==> src/rtl/elastic_pipe_stage_pkg.sv <==
// ----------------------------------------------------------------------------
// elastic_pipe_stage_pkg
//   Shared defaults and state encoding for the elastic inter-stage register.
//   PIPE_DATA_BITS / PIPE_CTRL_BITS / PIPE_CNT_BITS : default widths
//   pipe_state_e : EMPTY (main invalid), FULL (main valid), SKID (both valid)
// ----------------------------------------------------------------------------
package elastic_pipe_stage_pkg;

    localparam int PIPE_DATA_BITS = 64;
    localparam int PIPE_CTRL_BITS = 16;
    localparam int PIPE_CNT_BITS  = 16;

    typedef enum logic [1:0] {
        ST_EMPTY = 2'd0,
        ST_FULL  = 2'd1,
        ST_SKID  = 2'd2
    } pipe_state_e;

endpackage

==> src/rtl/sat_counter.sv <==
// ----------------------------------------------------------------------------
// sat_counter
//   Saturating up-counter used for the stage performance counters.
//   clk    in   clock, rising edge
//   rst    in   asynchronous reset, active low
//   i_inc  in   count this cycle
//   i_clr  in   synchronous clear, wins over i_inc
//   o_cnt  out  counter value, sticks at all-ones
// ----------------------------------------------------------------------------
module sat_counter #(
    parameter int CNT_BITS = 16
) (
    input  logic                clk,
    input  logic                rst,
    input  logic                i_inc,
    input  logic                i_clr,
    output logic [CNT_BITS-1:0] o_cnt
);

    logic [CNT_BITS-1:0] cnt_q;
    logic [CNT_BITS-1:0] cnt_d;

    always_comb begin
        cnt_d = cnt_q;
        if (i_clr) begin
            cnt_d = '0;
        end else if (i_inc && (cnt_q != '1)) begin
            cnt_d = cnt_q + 1'b1;
        end
    end

    always_ff @(posedge clk or negedge rst) begin
        if (!rst) begin
            cnt_q <= '0;
        end else begin
            cnt_q <= cnt_d;
        end
    end

    assign o_cnt = cnt_q;

endmodule

==> src/rtl/elastic_pipe_stage.sv <==
// ----------------------------------------------------------------------------
// elastic_pipe_stage
//   Inter-stage pipeline register with valid/ready handshake, one-entry skid
//   buffer, synchronous flush and saturating stall/bubble counters.
//   clk / rst            clock (rising) / async active-low reset
//   i_flush              squash all held beats (priority over handshakes)
//   i_valid/o_ready      upstream handshake, i_data/i_ctrl payload in
//   o_valid/i_ready      downstream handshake, o_data/o_ctrl payload out
//   i_cnt_clr            clear both counters
//   o_stall_cnt          cycles with o_valid & ~i_ready
//   o_bubble_cnt         cycles with ~o_valid & i_ready
// ----------------------------------------------------------------------------
module elastic_pipe_stage
    import elastic_pipe_stage_pkg::*;
#(
    parameter int DATA_BITS  = PIPE_DATA_BITS,
    parameter int CTRL_BITS  = PIPE_CTRL_BITS,
    parameter int CNT_BITS   = PIPE_CNT_BITS,
    parameter int CLEAR_DATA = 1
) (
    input  logic                 clk,
    input  logic                 rst,
    input  logic                 i_flush,
    input  logic                 i_valid,
    output logic                 o_ready,
    input  logic [DATA_BITS-1:0] i_data,
    input  logic [CTRL_BITS-1:0] i_ctrl,
    output logic                 o_valid,
    input  logic                 i_ready,
    output logic [DATA_BITS-1:0] o_data,
    output logic [CTRL_BITS-1:0] o_ctrl,
    input  logic                 i_cnt_clr,
    output logic [CNT_BITS-1:0]  o_stall_cnt,
    output logic [CNT_BITS-1:0]  o_bubble_cnt
);

    pipe_state_e          state_q;
    logic [DATA_BITS-1:0] main_data_q;
    logic [CTRL_BITS-1:0] main_ctrl_q;
    logic [DATA_BITS-1:0] skid_data_q;
    logic [CTRL_BITS-1:0] skid_ctrl_q;

    // Handshake flags are decoded from the state register only, so o_ready
    // never depends combinationally on i_ready.
    logic up_xfer;
    logic dn_xfer;

    assign up_xfer = i_valid & o_ready;
    assign dn_xfer = o_valid & i_ready;

    always_ff @(posedge clk or negedge rst) begin
        if (!rst) begin
            state_q     <= ST_EMPTY;
            main_data_q <= '0;
            main_ctrl_q <= '0;
            skid_data_q <= '0;
            skid_ctrl_q <= '0;
        end else if (i_flush) begin
            state_q     <= ST_EMPTY;
            main_ctrl_q <= '0;
            skid_ctrl_q <= '0;
            if (CLEAR_DATA != 0) begin
                main_data_q <= '0;
                skid_data_q <= '0;
            end
        end else begin
            unique case (state_q)
                ST_EMPTY: begin
                    if (up_xfer) begin
                        main_data_q <= i_data;
                        main_ctrl_q <= i_ctrl;
                        state_q     <= ST_FULL;
                    end
                end
                ST_FULL: begin
                    if (up_xfer && dn_xfer) begin
                        main_data_q <= i_data;
                        main_ctrl_q <= i_ctrl;
                    end else if (dn_xfer) begin
                        state_q <= ST_EMPTY;
                    end else if (up_xfer) begin
                        // Downstream stalled: park the new beat behind main.
                        skid_data_q <= i_data;
                        skid_ctrl_q <= i_ctrl;
                        state_q     <= ST_SKID;
                    end
                end
                ST_SKID: begin
                    if (dn_xfer) begin
                        main_data_q <= skid_data_q;
                        main_ctrl_q <= skid_ctrl_q;
                        state_q     <= ST_FULL;
                    end
                end
                default: begin
                    state_q <= ST_EMPTY;
                end
            endcase
        end
    end

    assign o_valid = (state_q != ST_EMPTY);
    assign o_ready = (state_q != ST_SKID);
    assign o_data  = main_data_q;
    assign o_ctrl  = o_valid ? main_ctrl_q : '0;

    sat_counter #(
        .CNT_BITS (CNT_BITS)
    ) u_stall_cnt (
        .clk   (clk),
        .rst   (rst),
        .i_inc (o_valid & ~i_ready),
        .i_clr (i_cnt_clr),
        .o_cnt (o_stall_cnt)
    );

    sat_counter #(
        .CNT_BITS (CNT_BITS)
    ) u_bubble_cnt (
        .clk   (clk),
        .rst   (rst),
        .i_inc (~o_valid & i_ready),
        .i_clr (i_cnt_clr),
        .o_cnt (o_bubble_cnt)
    );

endmodule
==> config.mk <==
export PLATFORM = sky130hd
export DESIGN_NAME = elastic_pipe_stage
export DESIGN_NICKNAME = d
export VERILOG_FILES = /design/src/rtl/elastic_pipe_stage_pkg.sv /design/src/rtl/sat_counter.sv /design/src/rtl/elastic_pipe_stage.sv
export SDC_FILE = /design/constraint.sdc
export NUM_CORES = 1
export LEC_CHECK = 0
export ABC_AREA = 1
export ABC_CLOCK_PERIOD_IN_PS = 1710
export CAP_MARGIN = 15
export CORE_ASPECT_RATIO = 1.75
export CORE_MARGIN = 3
export CORE_UTILIZATION = 47
export CTS_CLUSTER_SIZE = 8
export DETAILED_ROUTE_END_ITERATION = 10
export PLACE_DENSITY = 0.75
export SETUP_SLACK_MARGIN = 0.2
export SLEW_MARGIN = 30
export SYNTH_ARGS = -nofsm -noshare
export SYNTH_HDL_FRONTEND = slang
export SYNTH_SLANG_ARGS = --single-unit
==> constraint.sdc <==
create_clock -name clk -period 1.71 [get_ports clk]
set_clock_uncertainty 0.15 [all_clocks]
set_input_delay 0.2565 -clock clk [delete_from_list [all_inputs] [get_ports clk]]
set_output_delay 0.2565 -clock clk [all_outputs]
set_load 0.03 [all_outputs]
==> results_dict.tcl, run 1 <==
set metrics [dict create \
    antenna_found_initial 6 \
    synth_cells 1260 \
    cts_buffer_depth 2 \
    crit_slowest_cell "dfrtp_1" \
    place_congestion 0.8712 \
    synth_top_area_frac 0.4874 \
    cts_tree "built" \
    tns_ns -82.39 \
    synth_ff_type "dfrtp_1" \
    ios 200 \
    hold_viol 0 \
    seqCellArea_um2 4877 \
    cts_buffers 17 \
    firstDrtPassIters 5 \
    post_synth_num_cell_types 26 \
    avgSynthCellArea_um2 7.904 \
    drc 0 \
    syn_nets 1352 \
    critical_path_required_ns 1.89 \
    drv_slew 0 \
    grt_max_degree 63 \
    syn-cell-area_um2 9960 \
    seq_area_frac_synth 0.4874 \
    syn2layout_area_growth_pct 61.14 \
    path_cells "inv_2 -> buf_6 -> ha_4 -> inv_8 -> nand2_8 -> nand2_4 -> inv_2 -> o211ai_1 -> buf_4 -> nand3_4 -> buf_6 -> clkbuf_16 -> nand2_2 -> nand2_1" \
    drive_above_1_share 0.3869 \
    fin_crit_ns 2.310 \
    via_per_inst 6.030 \
    dp_hpwl_mm 19.69 \
    totalPowerFinal_w 0.02354 \
    rows 69 \
    drt_iter0_markers 1103 \
    cts_max_level 4 \
    ys_seq_elements 194 \
    max_stage_delay_ns 0.38 \
    max-cap-violations 0 \
    max_slew_margin 0.6807 \
    period_share 1.351 \
    placedInstanceArea_um2 12900 \
    synth_area_leaders "dfrtp_1 49%, nand2_1 10%, o21ai_0 6.5%" \
    multi_input_area_um2 5431 \
    timing.rr.end "o_data[27]" \
    power.leakage_nw 7.643 \
    cts-root-buf "clkbuf_16" \
    grt_pass1_wl_mm 51.81 \
    start_kind "flip-flop" \
    worstMarginPinSlew_ns 0.4769 \
    dr_total_vias 11020 \
    grt_overflow 0 \
    worst_r2r_path_depth 14 \
    drt-total-wl_mm 39.07 \
    cts_sinks 194 \
    synthTopCellsByCount "278 x nand2_1, 194 x dfrtp_1, 136 x inv_1, 129 x o21ai_0, 116 x nand3_1" \
    violations "setup timing" \
    status "complete, but fails checks" \
    die_w_um 116.0 \
    yosys.area.top_type "dfrtp_1" \
    die_h_um 198.6 \
    min_path_type "in -> async" \
    fillCellCount 1187 \
    grt_pass1_vias 10360 \
    setup_violations 212 \
    async_reset_ff_frac 1.000 \
    critical_path_class "reg -> reg" \
    core_area_um2 20550 \
    die_area_um2 23040 \
    ir_drop_mv 1.081 \
    arrival_ns 2.49 \
    grt_setup_unrepaired "true" \
    port_buffers 199 \
    yosysMostFrequentCell "nand2_1" \
    nNetsFinal 1653 \
    fmax_ghz 0.4329 \
    setup_slack_ns -0.6002 \
    cp-end-kind "flip-flop" \
    final_area_um2 16050 \
    yosys_warnings 0 \
    start_util 0.4847 \
    wl_per_cell_um 21.37 \
    synth_edf_count 0 \
    critPathMaxFanout 8 \
    ant_nets 0 \
    p_per_area_nw_per_um2 1467 \
    worstReg2RegStart "state_q[0]" \
    insertion_delay_ns 0.45 \
    clk_pin_slew_ns 0.07 \
    rrSetupSlack_ns -0.60 \
    grt_use_total 0.2822 \
]
-- how the worst max path moves through the flow --
| stage | startpoint | to | slack [ns] | cells past startpoint |
|---|---|---|---|---|
| 3_5_place_dp | i_ready | skid_ctrl_q[1] | -0.37 | 8 |
| 2_1_floorplan | state_q[0] | skid_data_q[43] | -0.15 | 9 |
| 3_3_place_gp | i_ready | skid_ctrl_q[4] | -0.32 | 8 |
| 5_1_grt | state_q[0] | o_data[54] | -0.64 | 14 |
| 6_report | state_q[0] | o_data[27] | -0.60 | 14 |
| 4_1_cts | state_q[0] | o_ctrl[2] | -0.29 | 6 |
-- state kept, by name, summed over array words and instances (netlist names) --
signal and cells:
skid_data_q 64, o_data 64, main_ctrl_q 16, state_q 2, u_stall_cnt.o_cnt 16, skid_ctrl_q 16
u_bubble_cnt.o_cnt 16
-- layout by cell type (no fill, tap or decap), types with 4 or more instances in the layout --
cell               n
nand2_1          187
dfrtp_1          176
inv_1            131
nand4_1          102
o21ai_0           86
clkdlybuf4s50_1   84
a21oi_1           80
buf_4             79
nand2_2           68
nand3_2           61
buf_6             53
clkbuf_2          50
o21ai_2           48
buf_12            45
o21ai_1           41
nand3_1           30
clkbuf_16         30
nor2_1            28
nand3_4           26
nor2_4            25
nand2_4           24
buf_16            18
dfrtp_2           18
buf_2             17
xor2_1             8
buf_8              7
clkbuf_4           7
diode_2            6
inv_2              4
ha_4               4
clkinv_2           4
-- layout make-up --
class | instances | area share
multi-input cells | 833 | 0.3384
flip-flops and latches | 194 | 0.3039
repair buffers | 377 | 0.2672
inverters | 138 | 0.03306
clock buffers | 22 | 0.02892
well taps | 248 | 0.01933
clock inverters | 10 | 0.008264
diodes | 6 | 0.0009355
-- what timing repair did --
action                     4_1_cts  5_1_grt
setup endpoints to repair      308      288
pin swaps                        9       27
cloned                          18       16
setup buffers                   34       22
gates resized for setup        434      367
hold endpoints to repair       116        0
hold buffers                     1        0
-- power breakdown --
group / internal (W) / leakage (nW) / switching [W] / total (W)
logic: 0.00538 / 4.84 / 0.00753 / 0.0129
clock network: 0.00237 / 0.286 / 0.00183 / 0.00420
registers: 0.00570 / 2.52 / 0.000725 / 0.00642
-- metrics by stage --
step | util | hold slack, ns | instances | setup WS [ns]
2_1_floorplan | - | -0.1891 | 1260 | -0.1468
3_3_place_gp | 0.6280 | 0.08172 | 1699 | -0.3179
3_5_place_dp | 0.6280 | 0.08236 | 1699 | -0.3687
4_1_cts | 0.7199 | 0.1680 | 1784 | -0.2878
5_1_grt | 0.7811 | 0.1948 | 1828 | -0.6403
6_report | 0.7811 | 0.1587 | 1828 | -0.6002
-- critical path, delay by kind of cell, from the launching register on --
kind | cells | cell delay [ns]
buffers and inverters | 7 | 0.86
AO/OA/AOI/OAI | 1 | 0.23
AND/OR/NAND/NOR | 5 | 0.38
adder cells (fa/ha/maj) | 1 | 0.18
flip-flops | 1 | 0.38
-- kinds of logic after synthesis --
group	synth area share
adder cells (fa/ha/maj)	0.007537
AO/OA/AOI/OAI	0.1314
flip-flops	0.4874
AND/OR/NAND/NOR	0.2594
buffers and inverters	0.1072
XOR/XNOR	0.007035
-- metal layers --
layer | track usage | part of all wire
met1 | 0.3171 | 0.34
met2 | 0.4907 | 0.52
met3 | 0.05936 | 0.066
met4 | 0.1561 | 0.076
met5 | 0 | 0
No activity file was read; power rests on OpenSTA's default activity.
==> inputs of run 2 (changes only) <==
--- a/config.mk
+++ b/config.mk
@@ -18,4 +18,5 @@
 export SLEW_MARGIN = 30
 export SYNTH_ARGS = -nofsm -noshare
 export SYNTH_HDL_FRONTEND = slang
+export SYNTH_HIERARCHICAL = 1
 export SYNTH_SLANG_ARGS = --single-unit
==> results_dict.tcl, run 2 <==
set metrics [dict create \
    status "complete, but fails checks" \
    violations "setup timing" \
    dp_hpwl_mm 21.07 \
    cp_top_family "buffers and inverters" \
    firstDrtPassIters 5 \
    synth_edf_count 0 \
    antenna_found_initial 1 \
    syn_nets 1431 \
    drt-met1-wl_mm 13.74 \
    critPathMaxFanout 13 \
    rrSetupSlack_ns -0.50 \
    yosys_warnings 6 \
    critical_path_class "reg -> reg" \
    final_cell_mix "287 x nand2_1, 218 x nor2_1, 176 x dfrtp_1" \
    port_buffers 199 \
    grt_setup_unrepaired "true" \
    yosys.area.top_type "dfrtp_1" \
    cts_buffers 17 \
    drive_above_1_share 0.3078 \
    die_w_um 116.8 \
    cts_buffer_depth 2 \
    grt_use_total 0.2933 \
    max-cap-violations 0 \
    grt_overflow 0 \
    syn-cell-area_um2 10100 \
    critical_path.most_common_cell "buf_4" \
    place_congestion 0.8866 \
    max_slew_margin 0.6819 \
    grt_pass1_vias 10270 \
    die_h_um 200.0 \
    wl_per_cell_um 20.33 \
    p_per_area_nw_per_um2 1565 \
    cts_max_level 4 \
    wl_met3_mm 2.346 \
    fin_crit_ns 2.208 \
    cts_tree "built" \
    hold_ws_ns 0.1800 \
    final_area_um2 15350 \
    path_depth 10 \
    cts-root-buf "clkbuf_16" \
    worst_r2r_path_depth 10 \
    ys_seq_elements 194 \
    critical_path_required_ns 1.90 \
    layout_commonest_cell "nand2_1" \
    crit_end "o_data[38]" \
    top_layer "met4" \
    min_path_type "in -> async" \
    seqCellArea_um2 4877 \
    setup_slack_ns -0.4985 \
    worstPathBufferInverterCount 5 \
    drv_slew 0 \
    totalPowerFinal_w 0.02403 \
    synth_ff_type "dfrtp_1" \
    drt_iter0_markers 953 \
    synth_cells 1339 \
    arrival_ns 2.40 \
    fin_cells 1888 \
    fmax_ghz 0.4528 \
    rows 70 \
    worstReg2RegStart "state_q[0]" \
    routed-wl-met2_mm 20.21 \
    clk_pin_slew_ns 0.08 \
    max_stage_delay_ns 0.43 \
    cp-end-kind "flip-flop" \
    via_per_inst 5.803 \
    power.leakage_nw 7.596 \
    synthTopCellsByCount "330 x nand2_1, 287 x nor2_1, 194 x dfrtp_1, 168 x o21ai_0, 98 x nand4_1" \
    grt_max_degree 49 \
    syn2layout_area_growth_pct 51.97 \
    ir_drop_mv 1.041 \
    drt-total-wl_mm 38.39 \
    seq_area_frac_synth 0.4805 \
    ant_nets 0 \
    timing.rr.end "o_data[38]" \
    die_area_um2 23360 \
    crit_start "state_q[0]" \
    multi_input_area_um2 5346 \
    path_cells "inv_2 -> buf_4 -> ha_4 -> buf_4 -> buf_4 -> buf_4 -> o21ai_0 -> nor2_1 -> nand4_1 -> nand2_1" \
    synth_area_leaders "dfrtp_1 48%, nand2_1 12%, nor2_1 11%" \
    start_util 0.4807 \
    cts_sinks 194 \
    core_area_um2 21020 \
    start_kind "flip-flop" \
    async_reset_ff_frac 1.000 \
    drc 0 \
    nNetsFinal 1713 \
    insertion_delay_ns 0.45 \
    avgSynthCellArea_um2 7.546 \
    crit_slowest_cell "dfrtp_1" \
    placedInstanceArea_um2 13000 \
    period_share 1.292 \
    post_synth_num_cell_types 30 \
    ios 200 \
    yosysMostFrequentCell "nand2_1" \
    dp_cells 1777 \
    grt_pass1_wl_mm 53.50 \
    synth_top_area_frac 0.4805 \
    fillCellCount 1549 \
    dr_total_vias 10960 \
    setup_violations 211 \
    place_ws_ns -0.2888 \
    hold_viol 0 \
    worstMarginPinSlew_ns 0.4771 \
]
-- run 2: cell types whose count changed in the layout (fill, tap and decap cells not counted), sizes merged, moves of 7 or more --
cell / before / now
nand2: 281 / 339
buf: 219 / 255
inv: 138 / 54
nor2: 56 / 292
clkbuf: 93 / 38
a21oi: 80 / 2
nand3: 117 / 71
o21ai: 177 / 170
-- run 2: layer usage --
| layer | vias up | GRT usage |
|---|---|---|
| met5 | - | 0 |
| met4 | 0 | 0.1463 |
| met3 | 156 | 0.05641 |
| met2 | 560 | 0.5202 |
| met1 | 5282 | 0.3314 |
| li1 | 4958 | - |
-- run 2: repair_timing --
action                     in CTS  in global routing
setup endpoints to repair     308                234
hold buffers                    1                  0
pin swaps                      23                 35
resized for setup             631                192
hold endpoints to repair       71                  0
cloned                         19                 21
setup buffers                  24                 12
-- run 2: report_power, final --
part | switching (W) | internal (W)
combinational | 0.00759 | 0.00566
sequential | 0.000788 | 0.00567
clock | 0.00190 | 0.00243
total | 0.0103 | 0.0138
-- run 2: final cells by class --
cell class	count	share of cell area
Inverter	52	0.01483
Sequential cell	194	0.3176
Antenna cell	2	0.0003259
Multi-Input combinational cell	996	0.3482
Clock buffer	21	0.03064
Timing Repair Buffer	359	0.2573
Timing Repair inverter	1	0.0007334
Clock inverter	11	0.009860
Tap cell	252	0.02053
-- run 2: logic make-up (layout without fill, tap and decap cells) --
kind of cell / after synthesis / after routing / share of synthesized area
adders and majority gates: 6 / 6 / 0.007430
and+or+nand+nor: 803 / 804 / 0.3412
buffers and inverters: 150 / 444 / 0.07183
DFF: 194 / 194 / 0.4805
other: 0 / 2 / 0
AOI/OAI and AO/OA: 176 / 176 / 0.09040
xor gates and xnor gates: 10 / 10 / 0.008668
-- run 2: metrics by stage --
| step | utilization | TNS, ns |
|---|---|---|
| 3_5_place_dp | 0.6186 | -37.72 |
| 6_report | 0.7305 | -61.89 |
| 3_3_place_gp | 0.6186 | -32.60 |
| 2_1_floorplan | - | -4.376 |
| 4_1_cts | 0.6784 | -36.97 |
| 5_1_grt | 0.7304 | -67.17 |
-- run 2: worst min path at each step --
stage / cells past startpoint / slack (ns) / endpoint / start
after detailed placement: 1 / 0.1 / u_bubble_cnt/o_cnt[14] / rst
after floorplan: 0 / -0.19 / main_ctrl_q[0] / rst
after global routing: 2 / 0.21 / u_bubble_cnt/o_cnt[15] / rst
after CTS: 2 / 0.19 / u_bubble_cnt/o_cnt[14] / rst
after global placement: 1 / 0.1 / u_bubble_cnt/o_cnt[14] / rst
final: 2 / 0.18 / u_bubble_cnt/o_cnt[14] / rst
